**src/rtl/tag_pkg.sv**
```systemverilog
// Shared types for the tag-stream replayer: tag field widths, the tag record
// and the replay FSM state encoding.
package tag_pkg;
    localparam int unsigned TIME_WIDTH    = 64;
    localparam int unsigned CHANNEL_WIDTH = 6;

    typedef struct packed {
        logic [TIME_WIDTH-1:0]    tagtime;
        logic [CHANNEL_WIDTH-1:0] channel;
    } tag_t;

    typedef enum logic {
        IDLE,
        RUN
    } state_e;
endpackage

```
**src/rtl/tag_lane_classifier.sv**
```systemverilog
// Classifies one lane's tag time against the current replay window
// [window_start, window_start + PERIOD_PS); purely combinational.
module tag_lane_classifier
    import tag_pkg::*;
#(
    parameter int unsigned PERIOD_PS = 4000
) (
    input  logic [TIME_WIDTH-1:0] tagtime_i,
    input  logic [TIME_WIDTH-1:0] window_start_i,
    output logic                  early_o,
    output logic                  in_window_o,
    output logic                  future_o
);
    logic [TIME_WIDTH-1:0] window_end;

    // The window end may wrap modulo 2^TIME_WIDTH; that case is tolerated as-is.
    always_comb begin
        window_end  = window_start_i + TIME_WIDTH'(PERIOD_PS);
        early_o     = tagtime_i < window_start_i;
        future_o    = !early_o && (tagtime_i >= window_end);
        in_window_o = !early_o && !future_o;
    end
endmodule

```
**src/rtl/tag_event_replayer.sv**
```systemverilog
// Replays a sorted time-tag stream as per-channel one-cycle event pulses,
// one clock cycle per PERIOD_PS window of tag time.
module tag_event_replayer
    import tag_pkg::*;
#(
    parameter int unsigned WORD_WIDTH = 2,
    parameter int unsigned CHANNELS   = 4,
    parameter int unsigned PERIOD_PS  = 4000
) (
    input  logic                              clk,
    input  logic                              rst_n,
    input  logic                              enable,
    input  logic                              s_tvalid,
    output logic                              s_tready,
    input  logic [WORD_WIDTH-1:0]             s_tkeep,
    input  logic [WORD_WIDTH*TIME_WIDTH-1:0]  s_tagtime,
    input  logic [WORD_WIDTH*CHANNEL_WIDTH-1:0] s_channel,
    output logic [CHANNELS-1:0]               events,
    output logic [TIME_WIDTH-1:0]             window_start,
    output logic                              running,
    output logic [31:0]                       late_count
);
    state_e                    state_q, state_d;
    tag_t [WORD_WIDTH-1:0]     hold_q, hold_d;
    logic                      hold_valid_q, hold_valid_d;
    logic [WORD_WIDTH-1:0]     done_q, done_d;
    logic [TIME_WIDTH-1:0]     ws_q, ws_d;
    logic [CHANNELS-1:0]       ev_q, ev_d;
    logic [31:0]               late_q, late_d;

    logic [WORD_WIDTH-1:0]     early, in_win, future;
    logic [WORD_WIDTH-1:0]     pending, done_next;
    logic                      complete, load, found;
    logic [TIME_WIDTH-1:0]     anchor;

    for (genvar g = 0; g < WORD_WIDTH; g++) begin : g_lane
        tag_lane_classifier #(.PERIOD_PS(PERIOD_PS)) u_cls (
            .tagtime_i      (hold_q[g].tagtime),
            .window_start_i (ws_q),
            .early_o        (early[g]),
            .in_window_o    (in_win[g]),
            .future_o       (future[g])
        );
    end

    always_comb begin
        pending   = (hold_valid_q && state_q == RUN) ? ~done_q : '0;
        done_next = done_q | (pending & ~future);
        complete  = hold_valid_q && (state_q == RUN) && (&done_next);
        s_tready  = enable && (!hold_valid_q || complete);
        load      = s_tvalid && s_tready && (|s_tkeep);

        // IDLE anchors the time base on the lowest kept lane of the held beat.
        found  = 1'b0;
        anchor = '0;
        for (int unsigned i = 0; i < WORD_WIDTH; i++) begin
            if (!found && !done_q[i]) begin
                anchor = hold_q[i].tagtime;
                found  = 1'b1;
            end
        end

        state_d      = state_q;
        hold_d       = hold_q;
        hold_valid_d = hold_valid_q;
        done_d       = done_q;
        ws_d         = ws_q;
        ev_d         = '0;
        late_d       = late_q;

        if (!enable) begin
            state_d      = IDLE;
            hold_valid_d = 1'b0;
            done_d       = '0;
        end else begin
            unique case (state_q)
                IDLE: begin
                    if (hold_valid_q) begin
                        ws_d    = anchor;
                        state_d = RUN;
                    end
                end
                RUN: begin
                    ws_d   = ws_q + TIME_WIDTH'(PERIOD_PS);
                    done_d = done_next;
                    for (int unsigned i = 0; i < WORD_WIDTH; i++) begin
                        for (int unsigned c = 0; c < CHANNELS; c++) begin
                            if (pending[i] && in_win[i] && hold_q[i].channel == CHANNEL_WIDTH'(c))
                                ev_d[c] = 1'b1;
                        end
                        if (pending[i] && early[i] && late_d != '1)
                            late_d = late_d + 32'd1;
                    end
                    if (complete)
                        hold_valid_d = 1'b0;
                end
                default: state_d = IDLE;
            endcase

            // An empty-keep beat is accepted but never occupies the hold register.
            if (load) begin
                for (int unsigned i = 0; i < WORD_WIDTH; i++) begin
                    hold_d[i].tagtime = s_tagtime[i*TIME_WIDTH +: TIME_WIDTH];
                    hold_d[i].channel = s_channel[i*CHANNEL_WIDTH +: CHANNEL_WIDTH];
                end
                done_d       = ~s_tkeep;
                hold_valid_d = 1'b1;
            end
        end
    end

    always_ff @(posedge clk or negedge rst_n) begin
        if (!rst_n) begin
            state_q      <= IDLE;
            hold_q       <= '0;
            hold_valid_q <= 1'b0;
            done_q       <= '0;
            ws_q         <= '0;
            ev_q         <= '0;
            late_q       <= '0;
        end else begin
            state_q      <= state_d;
            hold_q       <= hold_d;
            hold_valid_q <= hold_valid_d;
            done_q       <= done_d;
            ws_q         <= ws_d;
            ev_q         <= ev_d;
            late_q       <= late_d;
        end
    end

    assign events       = ev_q;
    assign window_start = ws_q;
    assign running      = (state_q == RUN);
    assign late_count   = late_q;
endmodule

```
**config.mk**
```make
export PLATFORM = sky130hd
export DESIGN_NAME = tag_event_replayer
export DESIGN_NICKNAME = d
export VERILOG_FILES = /design/src/rtl/tag_pkg.sv /design/src/rtl/tag_lane_classifier.sv /design/src/rtl/tag_event_replayer.sv
export SDC_FILE = /design/constraint.sdc
export NUM_CORES = 1
export LEC_CHECK = 0
export ABC_AREA = 1
export CAP_MARGIN = 20
export CORE_AREA = 2 2 191 193
export CTS_CLUSTER_SIZE = 28
export DETAILED_ROUTE_END_ITERATION = 8
export DIE_AREA = 0 0 193 195
export GPL_TIMING_DRIVEN = 0
export PLACE_DENSITY = 0.9
export SKIP_CTS_REPAIR_TIMING = 1
export SYNTH_ARGS = -nofsm -noshare
export SYNTH_HDL_FRONTEND = slang
export SYNTH_SLANG_ARGS = --single-unit
```
**constraint.sdc**
```tcl
create_clock -name clk -period 5.6 [get_ports clk]
set_input_delay 0.56 -clock clk [delete_from_list [all_inputs] [get_ports clk]]
set_output_delay 0.56 -clock clk [all_outputs]
set_load 0.02 [all_outputs]
```
---- Yosys cells after proc, flatten, opt, wreduce, memory -nomap -nowiden ----
Cells that the tools add are included.
storage, ports and cells
  output and inout port bits .............. 102
  input bits .............................. 146
  bits in registers ....................... 244
cells by class
  bitwise logic cells ..................... 6
  magnitude comparators ................... 4
  reduce and logical (&&, ||, !) cells .... 39
  multiplexer cells ....................... 29
  $add $sub $neg .......................... 3
  equal/unequal tests ..................... 11
operators with widths
  operator                number
  $mux 64                 3
  $ge 64x64->1            2
  $lt 64x64->1            2
  $mux 32                 4
  $pmux 64 s2             1
  $add 32x1->32 const B   2
  $add 64x12->64 const B  1
  $ne 32x32->1 const B    2
  $eq 6x2->1 const B      4
  $logic_and 1x1->1       24
  $mux 1                  15
  $eq 6x1->1 const B      2
  $logic_not 6->1         2
  $reduce_and 2->1        5
  $mux 2                  4
  $mux 4                  2
  $logic_not 1->1         6
  $ne 3x1->1 const B      2
  $not 2->2               3
  $and 2x2->2             1
  $ne 2x2->1 const B      1
  $or 2x2->2              1
  $reduce_or 2->1         1
  $logic_or 1x1->1        1
  $not 1->1               1

---- Longest topological paths before layout ----
  depth in word-level cells ............... 14
  depth in mapped cells ................... 36

---- Modules after synthesis ----
A second synthesis with hierarchy kept.
second synthesis, totals
  cell total of the unflattened synthesis .. 3,725
  area total of the unflattened synthesis .. 24,377.1 sq um
by module, submodules not included
  module                                 sequential area each (sq um)  area an instance (sq um)  times used  cells each
  tag_event_replayer                     6,105.9                       14,629.0                  1           2,112
  tag_lane_classifier (g_lane[0].u_cls)  0.0                           4,958.5                   1           834
  tag_lane_classifier (g_lane[1].u_cls)  0.0                           4,789.6                   1           779

---- Worst setup path after synthesis ----
No wires, ideal clock.
  path kind ............................... reg-to-output
  from .................................... reg ws_q[5], in the netlist window_start[5]
  to ...................................... out s_tready
  arrival ................................. 4.127 ns
  cell stages (with the launch flop) ...... 30
  path slack .............................. 0.913 ns
  path buffers ............................ 1
  cells stage by stage .................... dfrtp_1 > ha_1 > nor2_1 > nand2_1 > nor2_1 > nand2_1 > nand2_1 > nor3_2 > nand3_1 > nor2_1 > inv_1 > nor2_1 > nand2_1 > nor3_2 > nand3_1 > nor2_1 > xor2_1 > ha_1 > nand2_1 > nor2_1 > a211oi_1 > o221ai_1 > a21oi_1 > nand4_1 > nand2_1 > nand2_1 > nand2_1 > nand2_2 > a21oi_4 > buf_2
on the way
  longest elaborated chain between the ends .. 10
RTL lines
  element                                          line                                                  text
  from (decl)                                      tag_event_replayer.sv:27                              logic [TIME_WIDTH-1:0] ws_q, ws_d;
  from (signal assigned)                           tag_event_replayer.sv:126                             ws_q <= ws_d;
  $add 64x12->64 or $lt 64x64->1 (tied branches)   tag_lane_classifier.sv:18, tag_lane_classifier.sv:19
  $ge 64x64->1 or $logic_not 1->1 (tied branches)  tag_lane_classifier.sv:20                             future_o = !early_o && (tagtime_i >= window_end);
  $logic_and 1x1->1                                tag_lane_classifier.sv:20
  $not 2->2 *                                      tag_event_replayer.sv:48                              done_next = done_q | (pending & ~future);
  $and 2x2->2 *                                    tag_event_replayer.sv:48
  $or 2x2->2 *                                     tag_event_replayer.sv:48
  $reduce_and 2->1 *                               tag_event_replayer.sv:49                              complete = hold_valid_q && (state_q == RUN) && (&done_next);
  $logic_and 1x1->1 *                              tag_event_replayer.sv:49
  $logic_or 1x1->1 *                               tag_event_replayer.sv:50                              s_tready = enable && (!hold_valid_q || complete);
  $logic_and 1x1->1 *                              tag_event_replayer.sv:50
  to (decl)                                        tag_event_replayer.sv:14                              output logic s_tready,
Every way passes the cells marked *; elsewhere a longest branch is shown, timed or not.

---- Worst setup path after layout ----
  from .................................... reg ws_q[6], in the netlist window_start[6]
  to ...................................... out s_tready
Same word-level chain as after synthesis.

==> metrics.yaml <==
outcome: "finished with violations"
violations: "setup timing"
fin_nets: 3565
p_clk_share_pct: 19.9
grt_pass1_vias: 21800
ys_seq_elements: 244
cts_buffer_depth: 3
track_usage_pct: 42.8
die_width_um: 193
cp_max_fo: 5
ys_seq_area_share_pct: 30.0
syn_inst: 2844
drt-initial-drc-count: 2494
via_count: 22900
layout_common_cells: "nand2_1 (899), clkdlybuf4s50_1 (244), dfrtp_1 (233)"
cts_tree: "built"
pwr-share-seq_pct: 27.3
crit_top_cell: "nand2_2"
min_period_over_period_pct: 104
stdcell_count: 3668
clockRootBuffer: "clkbuf_16"
setup_viol: 1
peakVddDrop_mv: 0.346
critPathKind: "reg -> out"
skew_ps: 12.3
routedWlPerCell_um: 22.4
die_area_mm2: 0.0376
p_int_mw: 5.77
core_mm2: 0.0354
final.setup.worst_slack_ps: -235
drtPass1Iterations: 7
drt-total-wl_mm: 82.2
cts_max_level: 1
end_kind: "primary output"
slowest_stage: "dfrtp_2"
ys.flop_type: "dfrtp_1"
syn-mean-instance-area_um2: 7.15
power_leakage_nw: 12.2
path_clk_slew_ps: 70
grt_overflow: 0
antenna_left: 0
via_per_inst: 6.24
synthDistinctLibCells: 61
dp_cells: 3554
die_h_um: 195
cap_violations: 0
cts_buffers: 29
syn_nets: 3225
clk_latency_ps: 590
place_congestion: 1.01
dp_hpwl_mm: 62.6
cp.required_ps: 5040
rr_worst_depth: 33
switching_share_pct: 46.8
antenna_found_initial: 3
power_density_mw_per_mm2: 428
io_pins: 248
arrival_ps: 5280
min_period_ps: 5840
p_sw_mw: 5.08
final_common_cell: "nand2_1"
drive_gt1_share_pct: 9.17
grt_start_max_net_pins: 122
drc: 0
max_clock_freq_mhz: 171
io_buffers: 246
area_growth_pct: 24.7
crit_path_start_kind: "register"
synthesis.area_mm2: 0.0203
synth_edf_count: 0
clock-sinks: 244
worst_hold_path_type: "in -> async"
worstMarginPinSlew_ps: 1270
regArea_mm2: 0.00612
nFillCells: 2777
slew_viol_final: 0
grt_setup_unrepaired: "true"
ys_async_sr_fraction_pct: 100
grt_pass1_wl_mm: 123
multi_input_area_mm2: 0.0131
yosysWarningCount: 0
total_power_mw: 10.9
row_count: 69
initial_core_util_pct: 57.4
combPwrFrac_pct: 52.8
max_stage_delay_ps: 410
max-slew-margin-rel_pct: 15.6
hold_viol: 0
==> per-stage QoR <==
step           utilization, %  area, µm²  hold WS (ps)  setup WS (ps)  setup TNS [ps]
2_1_floorplan               -      20300           264            913               0
3_3_place_gp             66.0      23400           465          -6250        -1601680
3_5_place_dp             66.2      23400           381          -1420         -100970
4_1_cts                  69.2      24500          -227          -2110         -111470
5_1_grt                  71.6      25300           405           -435           -3240
6_report                 71.6      25300           381           -235            -235
==> layout make-up <==
class                      count  share of cell area [%]
multi-input combinational   2249                    51.7
sequential                   244                    24.1
timing repair buffer         309                    11.9
inverter                     250                    3.72
clock buffer                  38                    3.15
tap                          461                    2.28
buffer                       101                    2.06
clock inverter                14                   0.997
antenna                        2                  0.0197
==> sequential cells by signal, indices dropped and copies added (netlist names) <==
name	count
done_q	2
hold_q	140
events	4
running	1
window_start	64
hold_valid_q	1
late_count	32
==> cell families after synthesis <==
kind of cell | share of synthesized area (%)
buffers and inverters | 7.12
and+or+nand+nor | 31.7
DFF | 30.0
xor gates and xnor gates | 4.09
AOI/OAI and AO/OA | 12.5
adders and majority gates | 14.5
muxes | 0.0492
==> synth_stat cells, types with 7 or more instances <==
master    count  area (µm²)
a211oi_1      8        60.1
a21oi_1     153         766
a221o_1      33         330
a221oi_1      9        78.8
a22o_1       10        87.6
buf_2        26         130
buf_4         7        52.6
buf_6         8        90.1
clkbuf_1     54         203
dfrtp_1     244        6110
ha_1        235        2940
inv_1       227         852
inv_2        20        75.1
nand2_1     909        3410
nand2_2      17         106
nand3_1     230        1150
nand4_1      48         300
nor2_1      183         687
nor2_2        8        50.1
nor3_1       55         275
nor4_1       21         131
o211ai_1      9        67.6
o21ai_0     110         551
o21ai_1      29         145
o21bai_1      8        60.1
o22ai_1      13        81.3
xor2_1       90         788
==> power groups by stage <==
stage                     clock, mW  combinational [mW]  sequential (mW)
after floorplan                   0                3.20             3.01
after global placement            0                5.08             2.94
after detailed placement          0                5.29             2.95
after CTS                      2.15                5.35             2.94
after global routing           2.22                6.33             3.00
final                          2.16                5.73             2.97
==> per-layer routing <==
metal  up-vias  part of all wire [%]  wire length, µm  GRT usage (%)
met1     10900                    39            32400           57.2
met2      1433                    43            35400           64.1
met4         2                   6.1             4980           22.3
met3       332                    11             9380           10.1
li1      10200                     -                -              -
met5         -                0.0097                8              0
==> critical path, delay by kind of cell, from the launching register on <==
family	cells	cell delay, ps
AND/OR/NAND/NOR	20	2550
AO/OA/AOI/OAI	4	750
adder cells (fa/ha/maj)	2	420
flip-flops	1	410
buffers and inverters	3	300
XOR/XNOR	1	230
==> worst paths after layout <==
path,start,endpoint,slack (ps)
hold / removal,rst_n,hold_q[93]$_DFFE_PN0P_,380
hold reg to reg,hold_q[3]$_DFFE_PN0P_,hold_q[3]$_DFFE_PN0P_,510
setup reg to reg,window_start[6]$_DFFE_PN0P_,hold_q[71]$_DFFE_PN0P_,30
min in group clk,enable,hold_valid_q$_DFFE_PN0P_,390
max in group asynchronous,rst_n,window_start[6]$_DFFE_PN0P_,4350
setup / recovery,window_start[6]$_DFFE_PN0P_,s_tready,-240
Power figures use the tool's default switching activity.
